`config.mk`:
```
export PLATFORM = sky130hd
export DESIGN_NAME = cpu_state_dumper
export DESIGN_NICKNAME = d
export VERILOG_FILES = /design/src/rtl/cpu_state_dumper.sv
export SDC_FILE = /design/constraint.sdc
export NUM_CORES = 1
export LEC_CHECK = 0
export ABC_AREA = 1
export BUFFER_PORTS_ARGS = -buffer_cell sky130_fd_sc_hd__buf_2
export CORE_ASPECT_RATIO = 1.2
export CORE_MARGIN = 2
export CORE_UTILIZATION = 52
export DETAILED_ROUTE_END_ITERATION = 12
export PLACE_DENSITY = 0.85
export SETUP_SLACK_MARGIN = 0.4
export SLEW_MARGIN = 0
export SYNTH_ARGS = -nofsm -noshare
export SYNTH_HDL_FRONTEND = slang
export SYNTH_SLANG_ARGS = --single-unit
```
`constraint.sdc`:
```
create_clock -name clock -period 2.93 [get_ports clock]
set_clock_uncertainty 0.1 [all_clocks]
set_input_delay 0.293 -clock clock [delete_from_list [all_inputs] [get_ports clock]]
set_output_delay 0.293 -clock clock [all_outputs]
set_load 0.02 [all_outputs]
```
`src/rtl/cpu_state_dumper.sv`:
```
// Streams the CPU register file followed by a window of data memory over a
// valid/ready port, one word per cycle, for end-of-run state inspection.
module cpu_state_dumper #(
  parameter int unsigned NUM_REGS = 32,
  parameter int unsigned DM_AW    = 6,
  parameter int unsigned DATA_W   = 32
) (
  input  logic              clock,
  input  logic              reset,
  input  logic              start,
  input  logic [DM_AW-1:0]  dm_base,
  input  logic [DM_AW:0]    dm_count,
  output logic [4:0]        rf_raddr,
  input  logic [DATA_W-1:0] rf_rdata,
  output logic [DM_AW-1:0]  dm_raddr,
  input  logic [DATA_W-1:0] dm_rdata,
  output logic              out_valid,
  input  logic              out_ready,
  output logic [DATA_W-1:0] out_data,
  output logic              out_src,
  output logic [DM_AW:0]    out_index,
  output logic              out_last,
  output logic              busy,
  output logic              done
);

  localparam int unsigned OI_W  = DM_AW + 1;
  localparam int unsigned IDX_W = (OI_W > 5) ? OI_W : 5;

  typedef enum logic [1:0] {IDLE, REGS, MEM, DRAIN} state_t;

  state_t             state;
  logic [IDX_W-1:0]   idx;
  logic [DM_AW-1:0]   base_q;
  logic [DM_AW:0]     count_q;
  logic [IDX_W-1:0]   last_mem_idx;
  logic               load_ok;

  assign load_ok      = !out_valid || out_ready;
  assign last_mem_idx = IDX_W'(count_q) - IDX_W'(1);

  // Register 0 is loaded on the accepting edge itself, so the read port must
  // already point at it while idle.
  assign rf_raddr = (state == IDLE) ? 5'd0 : idx[4:0];
  assign dm_raddr = base_q + idx[DM_AW-1:0];

  always_ff @(posedge clock) begin
    if (reset) begin
      state     <= IDLE;
      idx       <= '0;
      base_q    <= '0;
      count_q   <= '0;
      out_valid <= 1'b0;
      out_data  <= '0;
      out_src   <= 1'b0;
      out_index <= '0;
      out_last  <= 1'b0;
      busy      <= 1'b0;
      done      <= 1'b0;
    end else begin
      done <= 1'b0;
      case (state)
        IDLE: begin
          if (start) begin
            base_q    <= dm_base;
            count_q   <= dm_count;
            busy      <= 1'b1;
            out_valid <= 1'b1;
            out_data  <= rf_rdata;
            out_src   <= 1'b0;
            out_index <= '0;
            out_last  <= 1'b0;
            idx       <= IDX_W'(1);
            state     <= REGS;
          end
        end
        REGS: begin
          if (load_ok) begin
            out_valid <= 1'b1;
            out_data  <= rf_rdata;
            out_src   <= 1'b0;
            out_index <= OI_W'(idx);
            if (idx == IDX_W'(NUM_REGS - 1)) begin
              idx <= '0;
              if (count_q == '0) begin
                out_last <= 1'b1;
                state    <= DRAIN;
              end else begin
                state <= MEM;
              end
            end else begin
              idx <= idx + IDX_W'(1);
            end
          end
        end
        MEM: begin
          if (load_ok) begin
            out_valid <= 1'b1;
            out_data  <= dm_rdata;
            out_src   <= 1'b1;
            out_index <= {1'b0, dm_raddr};
            if (idx == last_mem_idx) begin
              out_last <= 1'b1;
              state    <= DRAIN;
            end else begin
              idx <= idx + IDX_W'(1);
            end
          end
        end
        DRAIN: begin
          if (out_valid && out_ready) begin
            out_valid <= 1'b0;
            out_last  <= 1'b0;
            busy      <= 1'b0;
            done      <= 1'b1;
            idx       <= '0;
            state     <= IDLE;
          end
        end
        default: state <= IDLE;
      endcase
    end
  end

endmodule
```
# Word-level counts from Yosys, hierarchy flattened
# Index checks and enable logic that the tools add are counted.
# W data, S select, Z words.
[word_totals]
word_cells = 84
ff_bits = 66
inputBits = 81
out_inout_bits = 55
[op_classes]
reduce_logical = 16
n_eq_ne = 14
n_bitwise = 1
addsub = 3
muxes = 39
[ops]
columns = ["cell", "n"]
rows = [
  ["$mux W32", 3],
  ["$pmux W32 S3", 1],
  ["$mux W7", 9],
  ["$pmux W7 S4", 1],
  ["$pmux W7 S3", 1],
  ["$ne A2 B2 Y1 const B", 8],
  ["$mux W1", 12],
  ["$mux W2", 6],
  ["$pmux W2 S4", 1],
  ["$add A7 B1 Y7 const B", 1],
  ["$eq A7 B5 Y1 const B", 1],
  ["$eq A7 B7 Y1", 1],
  ["$logic_not A7 Y1", 1],
  ["$reduce_and A7 Y1", 1],
  ["$sub A7 B1 Y7 const B", 1],
  ["$add A6 B6 Y6", 1],
  ["$pmux W1 S3", 2],
  ["$reduce_and A3 Y1", 2],
  ["$reduce_and A6 Y1", 1],
  ["$mux W5", 1],
  ["$reduce_and A5 Y1", 1],
  ["$eq A2 B2 Y1 const B", 2],
  ["$pmux W1 S4", 1],
  ["$reduce_and A4 Y1", 1],
  ["12 further kinds", 13],
]

# Longest topological paths before layout
# Gate-level depths: netlist of the first run.
[depth]
depth_word = 5
depth_mapped = 15
mapped_depth_nobuf = 14

# Worst setup path before layout of the first run
# Ideal clock, no wire load.
[synth_path]
path_kind = "reg2out"
startpoint = "register idx[0]"
endpoint = "output port dm_raddr[4]"
path_stages_with_launch = 7
required_ns = 2.537
arrival_ns = 1.526
setup_slack_ns = 1.011
path_buffers = 0
path_cell_list = "dfxtp_1 -> ha_1 -> inv_1 -> fa_1 -> o21ai_0 -> xnor2_1 -> inv_1"
[synth_via]
elab_chain_cells = 1
[synth_rtl]
columns = ["element", "line", "rtl"]
rows = [
  ["start: declaration", "33", "logic [IDX_W-1:0] idx;"],
  ["start signal: assignment", "92", "idx <= idx + IDX_W'(1);"],
  ["start signal: assignment", "106", "idx <= idx + IDX_W'(1);"],
  ["$add A6 B6 Y6", "45", "assign dm_raddr = base_q + idx[DM_AW-1:0];"],
  ["end: declaration", "15", "output logic [DM_AW-1:0] dm_raddr,"],
]
# Every way passes these cells.

# Final worst setup path of the first run
[layout_path]
startpoint = "register idx[4]"
endpoint = "output port dm_raddr[5]"
# The elaborated chain is that of the path after synthesis.

==> metrics.csv, run 1 <==
stage,metric,value,unit
outcome,status,finished clean,
drt,drtIter0Drc,144,
critical_path,crit_path_end,dm_raddr[5],
grt,grt_usage,0.263,
clock_network,cts_root_buf,clkbuf_8,
critical_path,r2r_end,out_index[3],
yosys,synth_cells,487,
cells_and_area,layout_common_cells,"nand2_1, buf_2, dfxtp_1, o21ai_0, nor2_1",
timing,hold_viol,0,
place,hpwlAfterDp,6.77,mm
job,max-cap-violations,0,
yosys,synth_top_family_by_area,simple AND/OR/NAND/NOR gates,
drt,postRouteAntennaNets,0,
timing,slew-limit-headroom,0.591,
yosys,muxShareOfSynthArea,0,
pwr,power.total,4.07,mW
clock_network,clkLatencyLatePin,0.34,ns
place,dpl.cell_count,686,
place,io_buffers,135,
grt,grt_pass1_wl,15.2,mm
clock_network,numClockSinks,66,
clock_network,clock_path_buffers,2,
clock_network,cts_buffers,9,
yosys,synth-edff-count,0,
yosys,synth_top_flop_cell,dfxtp_1,
drt,viasPerCell,5.25,
floorplan,fp-row-count,32,
drt,drt_pass1_iterations,4,
timing,finalSetupViolations,0,
timing,whs,0.106,ns
critical_path,cp-start-kind,flop,
yosys,yosys.area.top_type,dfxtp_1,
grt,grt_pass1_vias,3539,
timing,fin_crit,2.39,ns
yosys,synth_compound_area_frac,0.204,
pwr,leakagePower,2.11,nW
critical_path,end_kind,output pin,
timing,finalMaxSlewViolations,0,
clock_network,cts_tree,built,
clock_network,ctsHoldBuffers,0,
pwr,ir_worst_vdd,0.443,mV
place,place_congestion,0.907,
yosys,yosysWarnings,0,
yosys,synth-simple-area-share,0.256,
worst_hold_path,hold_path_depth,3,
worst_hold_path,hold_path.class,primary input to flop,
critical_path,path_class,flop to output pin,
critical_path,cp_cell_sequence,ha_1 > nand2_1 > inv_1 > nand4_1 > o211ai_1 > xor2_1 > buf_2,
critical_path,ff2ff_path_depth,8,
yosys,synth-xor-area-share,0.0229,
yosys,synth_area,3390,sq um
critical_path,slowest_delay,0.55,ns
cells_and_area,finalNetCount,706,
timing,setup_tns,0,ns
floorplan,initial_utilization,0.532,
critical_path,r2r_slack,0.68,ns
yosys,synth_top_area_frac,0.390,
drt,wl_per_cell,13.3,um
critical_path,cp_data_required_time,2.54,ns
drt,drc,0,
worst_hold_path,worstHoldStart,rf_rdata[6],
clock_network,postCtsSetupBuffers,0,
cells_and_area,area_growth,27.7,%
grt,overflow,0,
yosys,ys_seq_area_frac,0.390,
critical_path,r2r-start,state[0],
grt,antenna_found_initial,0,
critical_path,cpMaxStageDelayCell,dfxtp_1,
clock_network,clk_pin_slew,0.08,ns
yosys,ys_ff_latch,66,
critical_path,crit_start,idx[4],
critical_path,path_max_fanout,7,
cells_and_area,final_common_cell,nand2_1,
critical_path,cp_num_buf_inv,2,
grt,grt_max_degree,67,
floorplan,die_width,77.7,um
drt,wl,9.31,mm
cells_and_area,layout-drive-gt1-share,0.276,
floorplan,dieArea,7180,sq um
timing,fmax,418,MHz
pwr,p_per_area,940,nW/um^2
yosys,syn_area_per_cell,6.95,sq um
cells_and_area,post-route-util,0.679,
critical_path,crit_arrival,2.00,ns
yosys,ys_types,34,
timing,post-route-period-util,0.816,
floorplan,pin_count,136,
critical_path,cp.depth,7,
drt,vias,3679,
clock_network,htree_num_levels,3,
yosys,synthAdderAreaFrac,0.0503,
floorplan,core,6370,sq um
yosys,async_flop_share,0,
timing,worst_slew_pin_slew,0.613,ns
cells_and_area,n_antenna_cell,0,
floorplan,dieHeight,92.4,um
cells_and_area,fin_cells,701,
yosys,yosys-top-cells-area,"dfxtp_1, nand2_1, o21ai_0, a31oi_1, nor2_1",
critical_path,timing.critical_path.max_delay_family,flip-flops,
timing,rsz0062_at_grt,no,
yosys,syn_nets,581,
per-stage QoR:
step / setup slack, ns / area, sq um
2_1_floorplan: 1.01 / 3390
3_3_place_gp: 0.622 / 4090
3_5_place_dp: 0.527 / 4090
4_1_cts: 0.488 / 4310
5_1_grt: 0.433 / 4320
6_report: 0.539 / 4320
final cells by class:
class / instances / area [sq um]
multi-input cells: 357 / 1810
flip-flops and latches: 66 / 1330
well taps: 85 / 106
inverters: 38 / 143
repair buffers: 140 / 726
clock buffers: 10 / 138
fillers: 560 / 2040
clock inverters: 5 / 78.8
synth_stat cells, types with 3 or more instances:
master and count:
dfxtp_1 66, o21ai_0 53, nor2_1 42, inv_1 35, xnor2_1 4, buf_2 6
o21ai_1 3, nand3_1 17, clkbuf_1 17, nand2_1 137, xor2_1 3, a21oi_1 22
nand4_1 5, nor2_2 4, ha_1 12, a31oi_1 37
worst reg2reg max path: stages (launching register included):
cell,delay (ns)
dfxtp_1,0.36
inv_1,0.10
ha_1,0.17
buf_4,0.36
clkinv_1,0.13
buf_4,0.27
nor3_2,0.41
nand2_1,0.12
a31oi_1,0.15
cell families (layout without fill, tap and decap cells):
family                     count (synthesis)  after routing
DFF                                       66             66
and+or+nand+nor                          212            212
buffers and inverters                     64            193
adders and majority gates                 13             13
xor gates and xnor gates                   8              8
AOI/OAI and AO/OA                        124            124
how the worst min path moves through the flow:
stage | to | slack [ns]
after detailed placement | out_index[6] | 0.36
after CTS | out_data[26] | 0.09
after floorplan | out_data[14] | 0.35
final | out_data[6] | 0.11
after global routing | out_data[26] | 0.1
after global placement | out_index[6] | 0.36
power breakdown:
| part | internal [mW] | switching [mW] |
|---|---|---|
| clock network | 0.496 | 0.343 |
| logic | 0.630 | 1.27 |
| registers | 1.16 | 0.176 |
| total | 2.28 | 1.78 |
state kept, by name, indices dropped and copies added, names as in the netlist:
signal and count:
out_data 32, count_q 7, idx 7, out_index 7
base_q 6, state 2, busy 1, done 1
out_last 1, out_src 1, out_valid 1
what timing repair did:
| action | 4_1_cts | 5_1_grt |
|---|---|---|
| endpoints found under the hold margin | 0 | 0 |
| pin swaps | 0 | 0 |
| gates resized for setup | 1 | 8 |
| endpoints found under the setup margin | 1 | 36 |
metal layers:
layer / global-route usage / wire length (um)
met1: 0.292 / 3810
met2: 0.462 / 4620
met3: 0.0731 / 716
met4: 0.122 / 156
met5: 0 / 0
Note: power is estimated with default switching activity, not from simulation.
==> run 2, diff against run 1 <==
--- a/config.mk
+++ b/config.mk
@@ -5,13 +5,13 @@
 export SDC_FILE = /design/constraint.sdc
 export NUM_CORES = 1
 export LEC_CHECK = 0
-export ABC_AREA = 1
+export ABC_AREA = 0
 export BUFFER_PORTS_ARGS = -buffer_cell sky130_fd_sc_hd__buf_2
 export CORE_ASPECT_RATIO = 1.2
 export CORE_MARGIN = 2
-export CORE_UTILIZATION = 52
+export CORE_UTILIZATION = 49
 export DETAILED_ROUTE_END_ITERATION = 12
-export PLACE_DENSITY = 0.85
+export PLACE_DENSITY = 0.81
 export SETUP_SLACK_MARGIN = 0.4
 export SLEW_MARGIN = 0
 export SYNTH_ARGS = -nofsm -noshare
==> constraint.sdc (replaced) <==
create_clock -name clock -period 2.45 [get_ports clock]
set_clock_uncertainty 0.1 [all_clocks]
set_input_delay 0.245 -clock clock [delete_from_list [all_inputs] [get_ports clock]]
set_output_delay 0.245 -clock clock [all_outputs]
set_load 0.02 [all_outputs]
==> run 2 against run 1 <==
Non-clock buffer count up 24. Sequential share of layout area down 2.4 points. Via count down 3.0%. Setup slack worse by 0.51 ns. Sequential power up 17%. Largest cell class unchanged. Routed wire length up 7.7%. Register-to-register slack worse by 0.65 ns. Global-route usage down 1.3 points. Highest routed layer unchanged. Largest power group unchanged. Cell count down 8.3%. Critical path depth down 1. Die area up 7.3%. Total power up 32%.
==> metrics.csv, run 2 <==
stage,metric,value,unit
yosys,yosysWarnings,0,
yosys,synth-simple-area-share,0.190,
yosys,synth_common_cells,"dfxtp_1, nand2_1, nor2_1",
cells_and_area,layout_common_cells,"buf_2, dfxtp_1, nand2_1, nor2_1, mux2i_1",
cells_and_area,finalNetCount,645,
worst_hold_path,hold_path.class,primary input to flop,
drt,drtIter0Drc,160,
floorplan,fp-row-count,33,
pwr,ir_worst_vdd,0.600,mV
yosys,synth-xor-area-share,0.0357,
cells_and_area,largest_register_ff_count,32,
timing,finalSetupViolations,0,
critical_path,cp-start-kind,flop,
yosys,synth_compound_area_frac,0.193,
yosys,syn_nets,501,
critical_path,r2r_slack,0.03,ns
job,max-cap-violations,0,
drt,drc,0,
drt,wl_per_cell,15.6,um
yosys,synth_cells,407,
clock_network,htree_num_levels,3,
clock_network,cts_buffers,9,
timing,worst_slew_pin_slew,0.679,ns
yosys,synth_top_flop_cell,dfxtp_1,
critical_path,crit_arrival,2.58,ns
yosys,ys_types,46,
worst_hold_path,hold_path_depth,3,
clock_network,clkLatencyLatePin,0.34,ns
timing,hold_viol,0,
drt,vias,3570,
critical_path,r2r-start,count_q[4],
worst_hold_path,worstHoldStart,dm_base[1],
timing,slew-limit-headroom,0.547,
drt,viasPerCell,5.55,
clock_network,ctsHoldBuffers,0,
floorplan,initial_utilization,0.504,
timing,whs,0.0243,ns
yosys,synthAdderAreaFrac,0.0495,
yosys,async_flop_share,0,
cells_and_area,n_antenna_cell,0,
pwr,p_per_area,1130,nW/um^2
floorplan,die_width,80.4,um
critical_path,r2r_end,state[0],
floorplan,core,6810,sq um
yosys,synth_top_family_by_area,compound AO/OA/AOI/OAI gates,
grt,antenna_found_initial,0,
clock_network,numClockSinks,66,
critical_path,ff2ff_path_depth,6,
grt,grt_pass1_vias,3385,
clock_network,cts_tree,built,
outcome,status,finished clean,
yosys,yosys.cell_count.top_type,dfxtp_1,
yosys,syn_area_per_cell,8.44,sq um
timing,post-route-period-util,0.988,
drt,postRouteAntennaNets,0,
clock_network,clock_path_buffers,2,
yosys,synth-edff-count,0,
yosys,yosys-top-cells-area,"dfxtp_1, mux2i_1, a211oi_1, nand2_1, nor2_1",
yosys,yosys.area.top_type,dfxtp_1,
floorplan,dieArea,7700,sq um
pwr,leakagePower,2.12,nW
yosys,synth_top_area_frac,0.385,
grt,grt_max_degree,73,
grt,grt_usage,0.250,
place,pre_cts_slack,-0.0548,ns
yosys,ys_ff_latch,66,
grt,grt_pass1_wl,15.0,mm
timing,finalMaxSlewViolations,0,
grt,overflow,0,
cells_and_area,area_growth,38.0,%
critical_path,path_class,flop to flop,
place,io_buffers,135,
timing,fmax,413,MHz
drt,drt_pass1_iterations,6,
place,place_congestion,0.955,
pwr,power.total,5.37,mW
critical_path,end_kind,flop,
timing,fin_crit,2.42,ns
floorplan,pin_count,136,
drt,wl,10.0,mm
place,hpwlAfterDp,7.08,mm
critical_path,cp_data_required_time,2.60,ns
cells_and_area,layout-drive-gt1-share,0.401,
floorplan,dieHeight,95.7,um
clock_network,cts_root_buf,clkbuf_8,
timing,setup_tns,0,ns
critical_path,path_max_fanout,3,
worst_hold_path,worstHoldEndpoint,base_q[1],
yosys,muxShareOfSynthArea,0.0991,
cells_and_area,top_register,out_data,
yosys,synth_area,3440,sq um
timing,rsz0062_at_grt,yes,
cells_and_area,final_common_cell,buf_2,
clock_network,clk_pin_slew,0.08,ns
yosys,ys_seq_area_frac,0.385,
timing,fin_ws,0.0297,ns
==> run 2: cell types whose count changed after synthesis, moves of 7 or more <==
cell,before,now
a31oi_1,37,7
a211oi_1,2,32
nand3_1,17,5
inv_1,35,13
nand2_1,137,49
mux2i_1,0,34
nor2b_1,0,7
xnor2_1,4,12
o21ai_0,53,3
clkbuf_1,17,27
==> run 2: layer usage <==
| layer | vias up | part of all wire | GRT usage |
|---|---|---|---|
| met2 | 172 | 0.51 | 0.456 |
| li1 | 1730 | - | - |
| met3 | 22 | 0.080 | 0.0713 |
| met5 | - | 0 | 0 |
| met4 | 0 | 0.021 | 0.0975 |
| met1 | 1646 | 0.39 | 0.271 |
==> run 2: worst max path at each step <==
stage	depth (start not counted)	startpoint	to
after floorplan	10	state[0]	out_index[5]
after global placement	6	count_q[4]	state[0]
after detailed placement	6	count_q[4]	state[0]
after CTS	6	count_q[4]	state[0]
final	6	count_q[4]	state[0]
after global routing	6	count_q[4]	state[0]
==> run 2: layout make-up <==
class,count,area (sq um)
fillers,553,2070
multi-input cells,297,2060
flip-flops and latches,66,1340
repair buffers,164,933
clock buffers,10,138
clock inverters,6,114
well taps,87,109
inverters,13,51.3
==> run 2: cell families after synthesis <==
| kind of cell | count (synthesis) |
|---|---|
| AND/OR/NAND/NOR | 141 |
| AO/OA/AOI/OAI | 95 |
| flip-flops | 66 |
| buffers and inverters | 44 |
| multiplexers | 34 |
| XOR/XNOR | 14 |
| adder cells (fa/ha/maj) | 13 |
==> run 2: worst max-delay path, cell delays in order, from the launching register on <==
cell and delay (ns):
dfxtp_2 0.32, or3_4 0.38, or4_4 0.44, a2111oi_4 0.37
nand3_2 0.16, a211o_1 0.31, a221oi_2 0.24
==> run 2: where the power goes <==
group / internal [mW] / total (mW) / switching [mW]
sequential: 1.38 / 1.56 / 0.185
combinational: 1.05 / 2.66 / 1.62
clock: 0.705 / 1.15 / 0.442
total: 3.13 / 5.37 / 2.24
==> run 2: metrics by stage <==
stage | area [sq um] | std cells | utilization
after floorplan | 3470 | 407 | -
after global placement | 4290 | 617 | 0.629
after detailed placement | 4290 | 617 | 0.629
after CTS | 4660 | 638 | 0.684
after global routing | 4740 | 643 | 0.696
final | 4740 | 643 | 0.696
==> run 2: repair_timing <==
item	CTS	global route
buffers inserted	5	4
pin swaps	16	15
gates resized for setup	27	8
hold endpoints to repair	0	0
setup endpoints to repair	17	50
cloned	0	1
